[config.mk]
export PLATFORM = sky130hd
export DESIGN_NAME = fingerclip_cal_ctrl_flat
export DESIGN_NICKNAME = d
export VERILOG_FILES = /design/src/rtl/fingerclip_cal_ctrl_pkg.sv /design/src/rtl/fingerclip_cal_ctrl_if.sv /design/src/rtl/fingerclip_cal_ctrl_stats.sv /design/src/rtl/fingerclip_cal_ctrl.sv /design/src/flat_wrapper.sv
export SDC_FILE = /design/constraint.sdc
export NUM_CORES = 1
export LEC_CHECK = 0
export BUFFER_PORTS_ARGS = -buffer_cell sky130_fd_sc_hd__buf_2
export CORE_MARGIN = 2
export CORE_UTILIZATION = 54
export CTS_BUF_LIST = sky130_fd_sc_hd__clkbuf_8 sky130_fd_sc_hd__clkbuf_16
export CTS_CLUSTER_SIZE = 8
export DETAILED_ROUTE_END_ITERATION = 6
export HOLD_SLACK_MARGIN = 0.05
export PLACE_DENSITY = 0.86
export SYNTH_ARGS = -nofsm -noshare
export SYNTH_HDL_FRONTEND = slang
export SYNTH_SLANG_ARGS = --single-unit
[constraint.sdc]
create_clock -name clk -period 2.5 [get_ports clk]
set_clock_uncertainty 0.05 [all_clocks]
set_input_delay 0.5 -clock clk [delete_from_list [all_inputs] [get_ports clk]]
set_output_delay 0.5 -clock clk [all_outputs]
set_load 0.05 [all_outputs]
[src/rtl/fingerclip_cal_ctrl_pkg.sv]
// Shared types and widths for the finger-clip auto-calibration controller.
package fingerclip_cal_ctrl_pkg;

    localparam int DC_W   = 7;
    localparam int GAIN_W = 4;
    localparam int VPPG_W = 8;
    localparam logic [GAIN_W-1:0] GAIN_MAX = 4'd15;

    typedef enum logic [3:0] {
        ST_IDLE,
        ST_DC_SETTLE,
        ST_DC_MEAS,
        ST_DC_EVAL,
        ST_G_SETTLE,
        ST_G_MEAS,
        ST_G_EVAL,
        ST_TRACK_MEAS,
        ST_TRACK_EVAL
    } state_t;

endpackage

[src/rtl/fingerclip_cal_ctrl_if.sv]
// Sample stream in, analog configuration and status out, between ADC side and controller.
interface fingerclip_cal_ctrl_if;
    import fingerclip_cal_ctrl_pkg::*;

    logic              start;
    logic [VPPG_W-1:0] vppg;
    logic              vppg_valid;
    logic [DC_W-1:0]   dc_comp;
    logic [GAIN_W-1:0] pga_gain;
    logic              busy;
    logic              done;
    logic              error;

    modport master (output start, vppg, vppg_valid,
                    input  dc_comp, pga_gain, busy, done, error);
    modport slave  (input  start, vppg, vppg_valid,
                    output dc_comp, pga_gain, busy, done, error);
endinterface

[src/rtl/fingerclip_cal_ctrl_stats.sv]
// Per-measurement sample counter: discards settle samples, then tracks min/max over one window.
module ppg_window_stats
    import fingerclip_cal_ctrl_pkg::*;
#(
    parameter int SETTLE_SAMPLES = 16,
    parameter int WINDOW_SAMPLES = 64
) (
    input  logic              clk,
    input  logic              rst_n,
    input  logic              i_clear,
    input  logic              i_valid,
    input  logic [VPPG_W-1:0] i_sample,
    output logic              o_settled,
    output logic              o_win_done,
    output logic [VPPG_W-1:0] o_min,
    output logic [VPPG_W-1:0] o_max
);
    localparam int TOTAL = SETTLE_SAMPLES + WINDOW_SAMPLES;
    localparam int CNT_W = $clog2(TOTAL + 1);

    logic [CNT_W-1:0]  r_cnt;
    logic              r_win_done;
    logic [VPPG_W-1:0] r_min;
    logic [VPPG_W-1:0] r_max;
    logic              w_in_window;

    assign w_in_window = (r_cnt >= CNT_W'(SETTLE_SAMPLES)) && (r_cnt < CNT_W'(TOTAL));

    // Once the window is full the counter parks, so late samples cannot disturb min/max.
    always_ff @(posedge clk or negedge rst_n) begin
        if (!rst_n) begin
            r_cnt      <= '0;
            r_win_done <= 1'b0;
            r_min      <= '1;
            r_max      <= '0;
        end else begin
            r_win_done <= 1'b0;
            if (i_clear) begin
                r_cnt <= '0;
                r_min <= '1;
                r_max <= '0;
            end else if (i_valid && (r_cnt < CNT_W'(TOTAL))) begin
                r_cnt <= r_cnt + CNT_W'(1);
                if (w_in_window) begin
                    if (i_sample < r_min) r_min <= i_sample;
                    if (i_sample > r_max) r_max <= i_sample;
                end
                if (r_cnt == CNT_W'(TOTAL - 1)) r_win_done <= 1'b1;
            end
        end
    end

    assign o_settled  = (r_cnt >= CNT_W'(SETTLE_SAMPLES));
    assign o_win_done = r_win_done;
    assign o_min      = r_min;
    assign o_max      = r_max;
endmodule

[src/rtl/fingerclip_cal_ctrl.sv]
// Calibration FSM: SAR search on DC compensation, then gain ramp to the largest non-clipping step, then tracking.
module fingerclip_cal_ctrl
    import fingerclip_cal_ctrl_pkg::*;
#(
    parameter int SETTLE_SAMPLES = 16,
    parameter int WINDOW_SAMPLES = 64,
    parameter int TARGET_MID     = 128,
    parameter int LOW_TH         = 32,
    parameter int HIGH_TH        = 223,
    parameter int TIMEOUT_CYC    = 4096
) (
    input  logic                 clk,
    input  logic                 rst_n,
    fingerclip_cal_ctrl_if.slave bus
);
    localparam int TO_W = $clog2(TIMEOUT_CYC + 1);

    state_t            r_state, w_state_next;
    logic [DC_W-1:0]   r_dc, w_dc_next;
    logic [GAIN_W-1:0] r_gain, w_gain_next;
    logic [2:0]        r_ptr, w_ptr_next;
    logic              r_error, w_error_next;
    logic [TO_W-1:0]   r_to_cnt;

    logic              w_busy, w_track, w_eval, w_clear, w_start_acc, w_timeout, w_clip;
    logic              w_settled, w_win_done;
    logic [VPPG_W-1:0] w_min, w_max, w_mid;
    logic [VPPG_W:0]   w_sum;

    assign w_busy  = (r_state inside {ST_DC_SETTLE, ST_DC_MEAS, ST_DC_EVAL,
                                      ST_G_SETTLE, ST_G_MEAS, ST_G_EVAL});
    assign w_track = (r_state inside {ST_TRACK_MEAS, ST_TRACK_EVAL});
    assign w_eval  = (r_state inside {ST_DC_EVAL, ST_G_EVAL, ST_TRACK_EVAL});

    assign w_start_acc = bus.start && !w_busy;
    // Clearing in every EVAL cycle drops any sample arriving there and restarts the settle count.
    assign w_clear     = w_eval || w_start_acc || (r_state == ST_IDLE);
    assign w_timeout   = w_busy && !bus.vppg_valid && (r_to_cnt == TO_W'(TIMEOUT_CYC - 1));

    assign w_sum  = {1'b0, w_min} + {1'b0, w_max};
    assign w_mid  = VPPG_W'(w_sum >> 1);
    assign w_clip = (w_max >= VPPG_W'(HIGH_TH)) || (w_min <= VPPG_W'(LOW_TH));

    ppg_window_stats #(
        .SETTLE_SAMPLES(SETTLE_SAMPLES),
        .WINDOW_SAMPLES(WINDOW_SAMPLES)
    ) u_stats (
        .clk       (clk),
        .rst_n     (rst_n),
        .i_clear   (w_clear),
        .i_valid   (bus.vppg_valid),
        .i_sample  (bus.vppg),
        .o_settled (w_settled),
        .o_win_done(w_win_done),
        .o_min     (w_min),
        .o_max     (w_max)
    );

    always_comb begin
        w_state_next = r_state;
        w_dc_next    = r_dc;
        w_gain_next  = r_gain;
        w_ptr_next   = r_ptr;
        w_error_next = r_error;
        case (r_state)
            ST_DC_SETTLE:  if (w_settled)  w_state_next = ST_DC_MEAS;
            ST_DC_MEAS:    if (w_win_done) w_state_next = ST_DC_EVAL;
            ST_DC_EVAL: begin
                // Larger dc_comp pulls Vppg down, so a high midpoint keeps the trial bit.
                if (!(w_mid > VPPG_W'(TARGET_MID))) w_dc_next[r_ptr] = 1'b0;
                if (r_ptr != 3'd0) begin
                    w_dc_next[r_ptr - 3'd1] = 1'b1;
                    w_ptr_next   = r_ptr - 3'd1;
                    w_state_next = ST_DC_SETTLE;
                end else begin
                    w_gain_next  = GAIN_W'(1);
                    w_state_next = ST_G_SETTLE;
                end
            end
            ST_G_SETTLE:   if (w_settled)  w_state_next = ST_G_MEAS;
            ST_G_MEAS:     if (w_win_done) w_state_next = ST_G_EVAL;
            ST_G_EVAL: begin
                if (w_clip) begin
                    w_gain_next = r_gain - GAIN_W'(1);
                    if (r_gain == GAIN_W'(1)) begin
                        w_error_next = 1'b1;
                        w_state_next = ST_IDLE;
                    end else begin
                        w_state_next = ST_TRACK_MEAS;
                    end
                end else if (r_gain == GAIN_MAX) begin
                    w_state_next = ST_TRACK_MEAS;
                end else begin
                    w_gain_next  = r_gain + GAIN_W'(1);
                    w_state_next = ST_G_SETTLE;
                end
            end
            ST_TRACK_MEAS: if (w_win_done) w_state_next = ST_TRACK_EVAL;
            ST_TRACK_EVAL: begin
                if (w_clip && (r_gain != '0)) w_gain_next = r_gain - GAIN_W'(1);
                w_state_next = ST_TRACK_MEAS;
            end
            default:       w_state_next = ST_IDLE;
        endcase
        if (w_start_acc) begin
            w_dc_next    = DC_W'(7'h40);
            w_gain_next  = '0;
            w_ptr_next   = 3'd6;
            w_error_next = 1'b0;
            w_state_next = ST_DC_SETTLE;
        end
        if (w_timeout) begin
            w_error_next = 1'b1;
            w_state_next = ST_IDLE;
        end
    end

    always_ff @(posedge clk or negedge rst_n) begin
        if (!rst_n) begin
            r_state  <= ST_IDLE;
            r_dc     <= '0;
            r_gain   <= '0;
            r_ptr    <= '0;
            r_error  <= 1'b0;
            r_to_cnt <= '0;
        end else begin
            r_state  <= w_state_next;
            r_dc     <= w_dc_next;
            r_gain   <= w_gain_next;
            r_ptr    <= w_ptr_next;
            r_error  <= w_error_next;
            r_to_cnt <= (!w_busy || bus.vppg_valid || w_timeout) ? '0 : r_to_cnt + TO_W'(1);
        end
    end

    assign bus.dc_comp  = r_dc;
    assign bus.pga_gain = r_gain;
    assign bus.busy     = w_busy;
    assign bus.done     = w_track;
    assign bus.error    = r_error;
endmodule

[src/flat_wrapper.sv]
// flat-port wrapper written by rule: the top's interface ports become plain ports
module fingerclip_cal_ctrl_flat import fingerclip_cal_ctrl_pkg::*;
#(
    parameter int SETTLE_SAMPLES = 16,
    parameter int WINDOW_SAMPLES = 64,
    parameter int TARGET_MID     = 128,
    parameter int LOW_TH         = 32,
    parameter int HIGH_TH        = 223,
    parameter int TIMEOUT_CYC    = 4096
)
  (clk, rst_n, bus_start, bus_vppg, bus_vppg_valid, bus_dc_comp, bus_pga_gain, bus_busy, bus_done, bus_error);
  fingerclip_cal_ctrl_if bus_i ();
  input  logic clk;
  input  logic rst_n;
  input wire logic [$bits(bus_i.start)-1:0] bus_start;
  input wire logic [$bits(bus_i.vppg)-1:0] bus_vppg;
  input wire logic [$bits(bus_i.vppg_valid)-1:0] bus_vppg_valid;
  output wire logic [$bits(bus_i.dc_comp)-1:0] bus_dc_comp;
  output wire logic [$bits(bus_i.pga_gain)-1:0] bus_pga_gain;
  output wire logic [$bits(bus_i.busy)-1:0] bus_busy;
  output wire logic [$bits(bus_i.done)-1:0] bus_done;
  output wire logic [$bits(bus_i.error)-1:0] bus_error;
  assign bus_i.start = bus_start;
  assign bus_i.vppg = bus_vppg;
  assign bus_i.vppg_valid = bus_vppg_valid;
  assign bus_dc_comp = bus_i.dc_comp;
  assign bus_pga_gain = bus_i.pga_gain;
  assign bus_busy = bus_i.busy;
  assign bus_done = bus_i.done;
  assign bus_error = bus_i.error;
  fingerclip_cal_ctrl #(.SETTLE_SAMPLES(SETTLE_SAMPLES), .WINDOW_SAMPLES(WINDOW_SAMPLES), .TARGET_MID(TARGET_MID), .LOW_TH(LOW_TH), .HIGH_TH(HIGH_TH), .TIMEOUT_CYC(TIMEOUT_CYC)) u_core (.clk(clk), .rst_n(rst_n), .bus(bus_i));
endmodule
* Yosys cells after proc, flatten, opt, wreduce, memory -nomap -nowiden
Cells that the tools add are included.
** Word-level totals
- Logic and storage cells :: 136
- Register bits :: 56
** Cells by class
- $add $sub $neg :: 6
- Bitwise operators :: 3
- Muxes and demuxes :: 49
- Reduce and logical (&&, ||, !) cells :: 37
- Equal/unequal tests :: 20
- Magnitude comparators :: 11
** Operators with widths (count)
- $mux 8 :: 8
- $mux 4 :: 13
- $mux 7 :: 7
- $pmux 4 s8 :: 1
- $ne 4x2->1 const B :: 6
- $eq 4x3->1 const B :: 4
- $mux 3 :: 5
- $reduce_bool 3->1 :: 5
- $reduce_bool 2->1 :: 7
- $add 13x1->13 const B :: 1
- $eq 13x12->1 const B :: 1
- $mux 13 :: 1
- $pmux 4 s3 :: 1
- $mux 1 :: 10
- $add 8x8->9 :: 1
- $reduce_and 3->1 :: 3
- $eq 4x1->1 const B :: 2
- $eq 4x2->1 const B :: 2
- $eq 4x4->1 const B :: 2
- $ge 8x8->1 const B :: 1
- $gt 8x8->1 :: 1
- $gt 8x8->1 const B :: 1
- $le 8x6->1 const B :: 1
- $logic_and 1x1->1 :: 8
- 24 further kinds :: 34

* Longest topological paths before layout
- Word-level depth :: 12
- Mapped depth :: 9
- Gate-level depth less buffers :: 8

* Hierarchy
Synthesis repeated with hierarchy kept, for this count alone.
** Second synthesis, totals
- Cell total of the unflattened synthesis :: 437
- Area total of the unflattened synthesis :: 3981.3 sq um
** Modules (own cells, without submodules)
- fingerclip_cal_ctrl :: times used 1, cells each 283, area each 2469.9 sq um
- ppg_window_stats :: times used 1, cells each 154, area each 1511.4 sq um

* Worst setup path after synthesis
No wires, ideal clock.
- Path type :: flip-flop to flip-flop
- Start :: reg u_core.u_stats.r_min[2], in the netlist u_core.u_stats.o_min[2]
- End :: reg u_core.r_dc[5], in the netlist u_core.bus.dc_comp[5]
- Cell stages (with the launch flop) :: 8
- Data arrival time :: 2427 ps
- Clock period less this slack :: 2622 ps
- Buffers on the path :: 0
- Setup slack :: -122 ps
- Data required time :: 2305 ps
- Cells stage by stage :: dfstp_2 ha_1 a21oi_1 a21oi_1 or4_1 a311oi_2 nor4b_1 a311oi_1
** On the way
- Cells in the longest elaborated chain, start to end :: 8
** RTL lines
- from (decl) :: line fingerclip_cal_ctrl_stats.sv:23 : logic [VPPG_W-1:0] r_min;
- from (signal assigned) :: line fingerclip_cal_ctrl_stats.sv:45 : if (i_sample < r_min) r_min <= i_sample;
- $add 8x8->9 (*) :: line fingerclip_cal_ctrl.sv:40 : assign w_sum = {1'b0, w_min} + {1'b0, w_max};
- $gt 8x8->1 (*) :: line fingerclip_cal_ctrl.sv:70 : if (!(w_mid > VPPG_W'(TARGET_MID))) w_dc_next[r_ptr] = 1'b0;
- $mux 7 (*) :: line fingerclip_cal_ctrl.sv:70
- $mux 7 (*) :: line fingerclip_cal_ctrl.sv:65 : case (r_state)
- $or 7x7->7 (no line)
- $mux 7 (*) :: line fingerclip_cal_ctrl.sv:71 : if (r_ptr != 3'd0) begin
- $mux 7 (*) :: line fingerclip_cal_ctrl.sv:65
- $mux 7 (*) :: line fingerclip_cal_ctrl.sv:105 : if (w_start_acc) begin
- to (signal assigned) :: line fingerclip_cal_ctrl.sv:128 : r_dc <= w_dc_next;
- to (decl) :: line fingerclip_cal_ctrl.sv:19 : logic [DC_W-1:0] r_dc, w_dc_next;
Every way passes the cells marked *; elsewhere a longest branch is shown, timed or not. The select of a mux whose other input is x is not followed.
A chain may end at the register's enable or synchronous reset.

* Final worst setup path
Ends and elaborated chain as after synthesis.

==> impl_results.rst <==
.. list-table::
   :header-rows: 1

   * - Metric
     - Value
   * - Power density over the cells
     - between 400 and 500 nW/um^2
   * - Worst setup path class
     - reg2reg
   * - Synthesized net count
     - 499
   * - Area share of the largest cell type after synthesis
     - 30.1%
   * - Antenna viol nets, final
     - 0
   * - Max-Cap Viols
     - 0
   * - Vias after detailed routing
     - 3709
   * - Number of clock buffers inserted by TritonCTS
     - 5
   * - Util after Layout
     - approximately 64%
   * - Relative slew slack
     - between 50% and 60%
   * - Most area-hungry cell type in the Yosys netlist
     - dfrtp_1
   * - Crit path max-delay cell type
     - dfstp_2
   * - Type of the worst min-delay path
     - in2async
   * - Avg Vias per Cell
     - approximately 6.2
   * - Async S/R FF share, synth
     - 100%
   * - Mapped cell area
     - 3990 um^2
   * - Last weighted congestion value of the routability-driven placer
     - 0.886
   * - Die Span X
     - approximately 90 um
   * - Detail-routed net length per standard cell
     - 16.2 um
   * - Final instance area
     - between 4000 and 5000 um^2
   * - Die Y-Extent
     - 90.0 um
   * - Critical Path Sink Type
     - register
   * - Highest clock rate
     - around 400 MHz
   * - Critical Path Fanout Max
     - 4
   * - Layout area overhead
     - 15.9%
   * - Antenna fix cells
     - 0
   * - Count of nets after finishing
     - 542
   * - Largest stage delay on the critical path
     - 0.58 ns
   * - Port Buffer Count
     - 25
   * - Critical path required time
     - 2.65 ns
   * - Total wire length after detailed routing
     - 9690 um
   * - Maximum number of pins on one net before global-route repair
     - 37
   * - Standard cell area after detailed placement
     - between 4000 and 5000 um^2
   * - H-tree level count
     - 2
   * - Number of search-and-repair iterations in the first detailed-routing pass
     - 6
   * - Critical register-to-register path endpoint
     - u_core.bus.dc_comp[5]$_DFFE_PN0P_
   * - Global-route wire length before repair
     - between 15000 and 20000 um
   * - Final-report setup violation count
     - 0
   * - Worst r2r path cells
     - 7
   * - Clock net sink count
     - 56
   * - Synthesized flop and latch total
     - 56
   * - Synth warnings
     - 0
   * - Die area
     - just over 8000 um^2
   * - Period Utilization, post-route
     - between 90 and 100%
   * - Number of DRC violations after detailed routing
     - 0
   * - Worst setup startpoint
     - u_core.u_stats.o_min[2]$_DFFE_PN1P_
   * - Worst-case vdd ir drop
     - 0.347 mV
   * - Fillers
     - 600
   * - Clock tree buffer depth
     - 2
   * - Most numerous cell in the Yosys netlist
     - dfrtp_1
   * - Worst skew pair latency
     - around 0.32 ns
   * - Beginning of the worst register-to-register path
     - u_core.u_stats.o_min[2]$_DFFE_PN1P_
   * - Least-Margin Pin Slew
     - 0.715 ns
   * - Final period demand of the worst path
     - 2.49 ns
   * - Clock edge transition at the registers on the reported setup and hold paths
     - approximately 0.11 ns
   * - Top post-synthesis cells by area
     - dfrtp_1, ha_1, dfstp_2
   * - Core Box Area
     - between 7000 and 8000 um^2
   * - Post-synth EDFFs
     - 0
   * - Signal arrival time at the worst endpoint
     - approximately 2.6 ns
   * - Final cell count without fillers
     - around 600
   * - Count of final max-slew check failures
     - 0
   * - Result of the run
     - completed
   * - Number of cell rows
     - 31
   * - Sequential-to-total area share from yosys stat
     - a little over a third
   * - Yosys cell types
     - 66
   * - Vias in the first global route
     - 3430
   * - Cell leakage power
     - 2.10 nW
   * - Clock root buffer
     - clkbuf_8
   * - Final total power
     - between 2 and 2.5 mW
   * - CP Launch Type
     - register
   * - Overall track demand over capacity in global routing
     - a little under a quarter
   * - Worst hold-check slack
     - 0.0847 ns
   * - Total global routing overflow
     - 0
   * - Cell count after placement
     - about 600
   * - Final hold viol count
     - 0
   * - Synthesized area divided by synthesized cell count
     - 8.75 um^2
   * - Most used flip-flop cell after synthesis
     - dfrtp_1
   * - Register-to-register setup slack
     - roughly 0.013 ns
   * - Initial antenna violation count
     - 0
   * - Share of cells above drive strength 1
     - 18.8%
   * - Syn Inst Count
     - 456
   * - Cells along the critical path
     - ha_4, a21oi_4, a21oi_2, or4_4, a311oi_4, nor4b_4, a311oi_1
   * - Setup repair after global routing missed its margin
     - true
   * - Placed wire-length estimate after detailed placement
     - between 6000 and 7000 um
   * - Top cells by count, synth
     - dfrtp_1, nand2_1, nor2_1
   * - Initial DRC count
     - 242
   * - Ports
     - 26
   * - Starting utilization of the core area
     - 55.3%
   * - TritonCTS clock tree
     - yes
-- registers in the layout (all words and copies together) (netlist names) --
register and cells:
u_core.u_stats.o_win_done 1, u_core.r_to_cnt 13, u_core.u_stats.o_min 8, u_core.bus.error 1, u_core.u_stats.r_cnt 7, u_core.bus.pga_gain 4
u_core.r_state 4, u_core.bus.dc_comp 7, u_core.r_ptr 3, u_core.u_stats.o_max 8
-- critical path: cells and delay by family (launching register included) --
family | cells | cell delay (ns)
AO/OA/AOI/OAI | 4 | 0.71
AND/OR/NAND/NOR | 2 | 0.80
flip-flops | 1 | 0.58
adder cells (fa/ha/maj) | 1 | 0.23
-- worst max path at each step --
stage | to | cells past startpoint
finish | u_core.bus.dc_comp[5]$_DFFE_PN0P_ | 7
CTS | u_core.bus.dc_comp[5]$_DFFE_PN0P_ | 7
global placement | u_core.u_stats.o_max[0]$_DFFE_PN0P_ | 8
floorplan | u_core.bus.dc_comp[5]$_DFFE_PN0P_ | 7
global route | u_core.bus.dc_comp[5]$_DFFE_PN0P_ | 6
detailed placement | u_core.u_stats.o_max[1]$_DFFE_PN0P_ | 8
-- cells in the final DEF, fill, tap and decap left out, types with 7 or more instances in the layout --
master / instances
ha_1: 28
inv_1: 26
dfrtp_1: 47
a21o_1: 10
nand2_1: 42
buf_2: 25
a21oi_1: 12
nor3_1: 16
o21ai_0: 20
buf_4: 28
dfstp_2: 8
a211oi_1: 7
nor2_1: 41
and3_1: 7
nand3_1: 32
xor2_1: 13
mux2i_1: 11
xnor2_1: 9
nor4_1: 9
-- report_power, final --
group / switching [mW] / total, mW / internal, mW
clock: 0.336 / 0.543 / 0.207
sequential: 0.0671 / 1.02 / 0.956
combinational: 0.487 / 0.730 / 0.243
total: 0.890 / 2.30 / 1.41
-- repair_timing --
item                                    CTS  global route
buffers inserted                          0             4
resized for setup                         3            15
hold buffers                              0             0
endpoints found under the setup margin    1            15
pin swaps                                 0             6
-- area by class of cell --
type                       count  area [um^2]  share of cell area [%]
tap                           99          124                    2.68
sequential                    56         1410                    30.6
clock buffer                   5         68.8                    1.49
multi-input combinational    356         2540                    54.9
timing repair buffer          54          355                    7.69
clock inverter                 3         26.3                   0.568
inverter                      26         97.6                    2.11
-- cells by family after synthesis --
logic type                 Yosys count  share of synthesized area, %
buffers and inverters               44                          4.39
xor gates and xnor gates            22                          4.83
adders and majority gates           31                          9.91
AOI/OAI and AO/OA                  100                          18.0
DFF                                 56                          35.4
and+or+nand+nor                    192                          24.8
muxes                               11                          2.76
-- per-layer routing --
metal / global-route usage [%] / vias up / share of wire (%)
met4: 6.41 / 0 / 2.0
li1: - / 1748 / -
met5: 0 / - / 0
met3: 3.10 / 25 / 5.1
met2: 40.7 / 121 / 50
met1: 31.0 / 1815 / 43
-- through the flow --
step	setup slack [ns]	TNS, ns
after CTS	0.00635	0
after global routing	-0.0853	-0.163
after detailed placement	-0.0492	-0.0796
after global placement	0.0450	0
final	0.0134	0
after floorplan	0.00732	0
No activity file was read; power rests on OpenSTA's default activity.
